## src/rtl/fetch_sequencer_if.sv

```systemverilog
// Instruction-memory request/ready bus between the fetch sequencer
// (master) and instruction memory (slave).
interface fetch_sequencer_if;
    logic        imem_req;
    logic [31:0] imem_addr;
    logic        imem_ready;
    logic [31:0] imem_rdata;

    modport master (
        output imem_req,
        output imem_addr,
        input  imem_ready,
        input  imem_rdata
    );

    modport slave (
        input  imem_req,
        input  imem_addr,
        output imem_ready,
        output imem_rdata
    );
endinterface

```

## src/rtl/fetch_sequencer.sv

```systemverilog
// Owns the architectural PC, issues instruction fetches, buffers one word
// across stalls and loads the F/D register.
module fetch_sequencer #(
    parameter logic [31:0] RESET_PC   = 32'h0000_3000,
    parameter logic [31:0] EXC_VECTOR = 32'h0000_4180,
    parameter logic [31:0] IMEM_BASE  = 32'h0000_3000,
    parameter logic [31:0] IMEM_LIMIT = 32'h0000_4ffc
) (
    input  logic                      clk,
    input  logic                      reset_n,
    input  logic                      stall,
    input  logic                      br_valid,
    input  logic [31:0]               br_target,
    input  logic                      exc_req,
    input  logic                      eret_req,
    input  logic [31:0]               epc,
    fetch_sequencer_if.master         imem,
    output logic                      if_valid,
    output logic [31:0]               if_instr,
    output logic [31:0]               if_pc,
    output logic [31:0]               if_pc8,
    output logic                      if_adel
);

    typedef enum logic [1:0] {
        FETCH,
        BUFFERED,
        DRAIN,
        FAULT
    } state_t;

    state_t      state;
    logic [31:0] pc;
    logic [31:0] drain_addr;
    logic [31:0] buf_instr;
    logic [31:0] buf_pc;
    logic        pend_v;
    logic [31:0] pend_tgt;

    logic        addr_ok;
    logic        flush;
    logic        br_now;
    logic [31:0] flush_tgt;
    logic [31:0] next_pc;

    assign addr_ok = (pc[1:0] == 2'b00) && (pc >= IMEM_BASE) && (pc <= IMEM_LIMIT);
    assign flush     = exc_req | eret_req;
    assign flush_tgt = exc_req ? EXC_VECTOR : epc;
    assign br_now    = br_valid & ~stall;

    // A redirect seen this cycle beats one latched while the fetch was waiting
    assign next_pc = br_now ? br_target :
                     pend_v ? pend_tgt  : pc + 32'd4;

    // Request drops the moment reset asserts; memory tolerates the abandon
    assign imem.imem_req  = reset_n &&
                            ((state == FETCH && addr_ok) || state == DRAIN);
    assign imem.imem_addr = (state == DRAIN) ? drain_addr : pc;

    assign if_pc8 = if_pc + 32'd8;

    always_ff @(posedge clk) begin
        if (!reset_n) begin
            state      <= FETCH;
            pc         <= RESET_PC;
            drain_addr <= RESET_PC;
            buf_instr  <= 32'h0;
            buf_pc     <= RESET_PC;
            pend_v     <= 1'b0;
            pend_tgt   <= 32'h0;
            if_valid   <= 1'b0;
            if_instr   <= 32'h0;
            if_pc      <= RESET_PC;
            if_adel    <= 1'b0;
        end else if (flush) begin
            if_valid <= 1'b0;
            if_adel  <= 1'b0;
            pend_v   <= 1'b0;
            pc       <= flush_tgt;
            if (state == DRAIN) begin
                if (imem.imem_ready) state <= FETCH;
            end else if (imem.imem_req && !imem.imem_ready) begin
                state      <= DRAIN;
                drain_addr <= pc;
            end else begin
                state <= FETCH;
            end
        end else begin
            unique case (state)
                FETCH: begin
                    if (!addr_ok) begin
                        if (!stall) begin
                            if_valid <= 1'b1;
                            if_instr <= 32'h0;
                            if_pc    <= pc;
                            if_adel  <= 1'b1;
                            state    <= FAULT;
                        end
                    end else if (imem.imem_ready) begin
                        pc     <= next_pc;
                        pend_v <= 1'b0;
                        if (stall) begin
                            buf_instr <= imem.imem_rdata;
                            buf_pc    <= pc;
                            state     <= BUFFERED;
                        end else begin
                            if_valid <= 1'b1;
                            if_instr <= imem.imem_rdata;
                            if_pc    <= pc;
                            if_adel  <= 1'b0;
                        end
                    end else begin
                        if (br_now) begin
                            pend_v   <= 1'b1;
                            pend_tgt <= br_target;
                        end
                        if (!stall) begin
                            if_valid <= 1'b0;
                            if_adel  <= 1'b0;
                        end
                    end
                end
                BUFFERED: begin
                    if (br_now) pc <= br_target;
                    if (!stall) begin
                        if_valid <= 1'b1;
                        if_instr <= buf_instr;
                        if_pc    <= buf_pc;
                        if_adel  <= 1'b0;
                        state    <= FETCH;
                    end
                end
                DRAIN: begin
                    if (imem.imem_ready) state <= FETCH;
                end
                FAULT: begin
                    if (!stall) begin
                        if_valid <= 1'b0;
                        if_adel  <= 1'b0;
                    end
                end
                default: state <= FETCH;
            endcase
        end
    end

endmodule

```

## src/flat_wrapper.sv

```systemverilog
// flat-port wrapper written by rule: the top's interface ports become plain ports
module fetch_sequencer_flat 
#(
    parameter logic [31:0] RESET_PC   = 32'h0000_3000,
    parameter logic [31:0] EXC_VECTOR = 32'h0000_4180,
    parameter logic [31:0] IMEM_BASE  = 32'h0000_3000,
    parameter logic [31:0] IMEM_LIMIT = 32'h0000_4ffc
)
  (clk, reset_n, stall, br_valid, br_target, exc_req, eret_req, epc, if_valid, if_instr, if_pc, if_pc8, if_adel, imem_imem_req, imem_imem_addr, imem_imem_ready, imem_imem_rdata);
  fetch_sequencer_if imem_i ();
  input  logic clk;
  input  logic reset_n;
  input  logic stall;
  input  logic br_valid;
  input  logic [31:0] br_target;
  input  logic exc_req;
  input  logic eret_req;
  input  logic [31:0] epc;
  output logic if_valid;
  output logic [31:0] if_instr;
  output logic [31:0] if_pc;
  output logic [31:0] if_pc8;
  output logic if_adel;
  output wire logic [$bits(imem_i.imem_req)-1:0] imem_imem_req;
  output wire logic [$bits(imem_i.imem_addr)-1:0] imem_imem_addr;
  input wire logic [$bits(imem_i.imem_ready)-1:0] imem_imem_ready;
  input wire logic [$bits(imem_i.imem_rdata)-1:0] imem_imem_rdata;
  assign imem_imem_req = imem_i.imem_req;
  assign imem_imem_addr = imem_i.imem_addr;
  assign imem_i.imem_ready = imem_imem_ready;
  assign imem_i.imem_rdata = imem_imem_rdata;
  fetch_sequencer #(.RESET_PC(RESET_PC), .EXC_VECTOR(EXC_VECTOR), .IMEM_BASE(IMEM_BASE), .IMEM_LIMIT(IMEM_LIMIT)) u_core (.clk(clk), .reset_n(reset_n), .stall(stall), .br_valid(br_valid), .br_target(br_target), .exc_req(exc_req), .eret_req(eret_req), .epc(epc), .imem(imem_i), .if_valid(if_valid), .if_instr(if_instr), .if_pc(if_pc), .if_pc8(if_pc8), .if_adel(if_adel));
endmodule
```

## config.mk

```make
export PLATFORM = sky130hd
export DESIGN_NAME = fetch_sequencer_flat
export DESIGN_NICKNAME = d
export VERILOG_FILES = /design/src/rtl/fetch_sequencer_if.sv /design/src/rtl/fetch_sequencer.sv /design/src/flat_wrapper.sv
export SDC_FILE = /design/constraint.sdc
export NUM_CORES = 1
export LEC_CHECK = 0
export CAP_MARGIN = 5
export CORE_MARGIN = 8
export CORE_UTILIZATION = 30
export CTS_CLUSTER_SIZE = 24
export DETAILED_ROUTE_END_ITERATION = 12
export GPL_TIMING_DRIVEN = 0
export PLACE_DENSITY = 0.62
export SLEW_MARGIN = 10
export SYNTH_ARGS = -nofsm -noshare
export SYNTH_HDL_FRONTEND = slang
export SYNTH_SLANG_ARGS = --single-unit
export TNS_END_PERCENT = 100
```

## constraint.sdc

```tcl
create_clock -name clk -period 2.31 [get_ports clk]
set_clock_uncertainty 0.2 [all_clocks]
set_input_delay 0.231 -clock clk [delete_from_list [all_inputs] [get_ports clk]]
set_output_delay 0.231 -clock clk [all_outputs]
set_load 0.005 [all_outputs]
```

==> summary.txt <==
Worst hold path
  • Hold_sp: br_target[18]
  • Hold Crit Class: input pin to flip-flop
  • Hold depth: 3

STA
  • Final min period: roughly 2.7 ns
  • Setup ws final: -0.381 ns
  • RSZ-0062 raised after global routing: yes
  • Fmax: 372 MHz
  • Slew headroom: 0.357
  • Final Max Slew Viols: 0
  • Worst Tran Pin Value: 0.965 ns
  • Setup tns final: -19.88 ns
  • Final setup vio count: 208
  • Worst hold slack: 0.0956 ns
  • Fin crit share: 1.17
  • Fin. Hold Viols: 0

Routing
  • Vias: 12100
  • DR DRC count: 0
  • Detailed Route Iter0 Violations: 936
  • Initial DRT Pass Iterations: 6
  • Vias per inst: 5.50
  • Final antenna-violating net count: 0
  • Drt total wl: 50400 µm
  • Wire per inst: about 23 µm

Synth
  • Syn_area_per_cell: 8.27 µm²
  • Synthesized cell area: 11000 µm²
  • Part of the Yosys area used for sequential elements: 0.415
  • Synth async-reset ratio: 0
  • EDFF count, synth: 0
  • Largest family of logic cells by synthesized area: compound AO/OA/AOI/OAI gates
  • Synth Instances: 1335
  • Main flop type after synthesis: dfxtp_1
  • Syn Nets: approximately 1400
  • XOR/XNOR Fraction of Synth Area: 0.0349
  • Synth unique cells: 75
  • Post-synthesis adder-cell area fraction: 0.00907
  • Mux contribution to synthesized area: 0.0607
  • Synth warnings: 0
  • Compound-Gate Fraction of Synth Area: 0.214
  • Simple-Gate Fraction of Synth Area: 0.200
  • Seq cells post-synth: 229

Floorplanning
  • Core area: 36400 µm²
  • Die W: 208 µm
  • # rows: 70
  • Chip height: 208 µm
  • Die area: 43200 µm²
  • Initial Util: 0.303
  • IO Count: 234

Global routing
  • Number of global-route vias before repair: 11900
  • First-pass GRT wire length: 71200 µm
  • Antenna violations before repair: 3
  • Pin count of the biggest net entering global routing: 20
  • GRT Util Overall: 0.208
  • GR Overflow Total: 0

Worst setup path
  • CP Max Fanout: 4
  • Slowest cell delay on critical path: 0.35 ns
  • CP Data Required Time: 1.88 ns
  • Reg-to-reg startpoint: u_core.pc[27]$_SDFFE_PN0P_
  • Slowest-stage cell, CP: dfxtp_4
  • Critical path class: flip-flop to output port
  • Worst Reg2Reg Path Length in Cells: 11
  • Crit path cell chain: and4_4 -> and3_4 -> nand3_4 -> or2_4 -> buf_12 -> nor3_4 -> xor2_1 -> buf_2
  • WP data arrival: 2.26 ns
  • Nature of the critical path startpoint: flip-flop
  • Critical Path Start: u_core.if_pc[16]$_SDFFE_PN0P_
  • Crit end category: output port

Finish
  • Commonest non-fill, non-tap cell in the layout: dfxtp_1
  • Fin nets: between 1500 and 2000
  • Area of the multi-input gates: 8000 µm²
  • Register area: approximately 4700 µm²
  • Fillcell total: 3188
  • Layout cells sized above 1: 0.444
  • Most frequent cells in the layout: 192 x dfxtp_1, 173 x clkdlybuf4s50_1, 167 x nand2_1, 90 x a21oi_2, 75 x buf_6
  • Area grow syn2layout: 73.2%
  • Cell area after layout: 19100 µm²

Clocking
  • Clock root cell: clkbuf_16
  • TritonCTS clock tree: done
  • Worst-Skew Late Latency: 0.56 ns
  • Clk sinks: approximately 230
  • Clock slew at reported path FFs: 0.06 ns
  • CTS Buffer Depth: 3
  • # H-tree levels: 1
  • Num CTS Buffers: 27

Power and ir drop
  • Pleak: 7.06 nW
  • Pwr Density: approximately 600 nW/µm²
  • VDD IR max: 0.000534 V

Place
  • Routability cong.: 0.935
  • Dpl hpwl: about 33000 µm
  • Post-Place Cell Area: around 14000 µm²
  • Port bufs: 232

Status
  • Violated checks: negative setup slack
  • Status: complete, but fails checks

Flow run
  • Max-capacitance violation count: 0
==> worst paths after layout <==
check	to	slack, ns
min reg2reg	u_core.drain_addr[10]$_SDFFE_PN0P_	0.25
max reg2reg	u_core.if_instr[14]$_SDFFE_PN0P_	-0.21
min	u_core.pend_tgt[18]$_SDFFE_PN0P_	0.1
max	if_pc8[30]	-0.38
==> area by class of cell <==
class                           instances  area share
Antenna cell                            3    0.000393
Buffer                                106      0.0535
Clock buffer                           33      0.0381
Clock inverter                         17      0.0128
Inverter                               20     0.00419
Multi-Input combinational cell        970       0.418
Sequential cell                       229       0.245
Tap cell                              468      0.0306
Timing Repair Buffer                  356       0.196
==> critical path, delay by kind of cell, from the launching register on <==
family,cells,cell delay [ns]
AND/OR/NAND/NOR,5,0.90
flip-flops,1,0.35
buffers and inverters,2,0.28
XOR/XNOR,1,0.17
==> synth_stat cells (4+ instances only) <==
library cell	n	area [µm²]
xor2_1	12	105
buf_4	6	45.0
ha_1	8	100
inv_1	19	71.3
and3_1	29	181
mux2_2	31	349
a221o_1	4	40.0
dfxtp_1	229	4580
nand3_1	35	175
nor2_1	57	214
nand2b_1	8	50.1
buf_6	7	78.8
xnor2_1	32	280
a21oi_1	149	746
nand4_1	9	56.3
o211ai_1	14	105
buf_1	6	22.5
nand2_1	249	935
buf_2	26	130
nor3_1	18	90.1
clkbuf_8	8	110
nor4_1	9	56.3
and4_1	7	61.3
and2_1	21	131
a221oi_1	4	35.0
a211oi_1	37	278
mux2i_1	32	320
o221ai_1	6	52.6
o211a_1	4	40.0
a31oi_1	10	62.6
clkbuf_1	61	229
a21o_1	7	52.6
o21ai_0	90	450
a22oi_1	36	270
==> cell families (layout without fill, tap and decap cells) <==
logic type               Yosys count  in the layout
AND/OR/NAND/NOR                  467            467
multiplexers                      63             63
buffers and inverters            136            532
XOR/XNOR                          44             44
AO/OA/AOI/OAI                    388            388
adder cells (fa/ha/maj)            8              8
flip-flops                       229            229
other                              0              3
==> what timing repair did <==
item	in CTS	in global routing
cloned	12	15
buffers inserted	72	34
endpoints found under the hold margin	1	0
setup endpoints to repair	288	280
gates resized for setup	639	514
hold buffers	1	0
pin swaps	93	156
==> flip-flops by register name, indices dropped and copies added (netlist names), 2 cells and up, named ones only <==
register and count:
u_core.buf_instr 32, u_core.buf_pc 32, u_core.drain_addr 32, u_core.if_instr 32, u_core.if_pc 32, u_core.pc 32
u_core.pend_tgt 32, u_core.state 2
==> per-stage QoR <==
stage                     cells   util  total power, W  setup slack, ns
after floorplan            1335      -         0.00512           0.0414
after global placement     2035  0.383         0.00608            -1.07
after detailed placement   2035  0.383         0.00609            -1.03
after CTS                  2166  0.464          0.0111           -0.373
after global routing       2202  0.525          0.0119           -0.468
final                      2202  0.525          0.0116           -0.381
==> per-layer routing <==
layer | share of wire | GRT usage | up-vias | wire length, µm
li1 | - | - | 5491 | -
met1 | 0.41 | 0.260 | 5907 | 20600
met2 | 0.47 | 0.343 | 590 | 23900
met3 | 0.075 | 0.0453 | 134 | 3790
met4 | 0.043 | 0.0830 | 0 | 2180
met5 | 0 | 0 | - | 0
==> power by group <==
part	switching [W]	internal (W)	leakage, nW
sequential	0.000222	0.00408	1.88
combinational	0.00130	0.00127	4.69
clock	0.00178	0.00291	0.483
total	0.00329	0.00826	7.06
No activity file was read; power rests on OpenSTA's default activity.
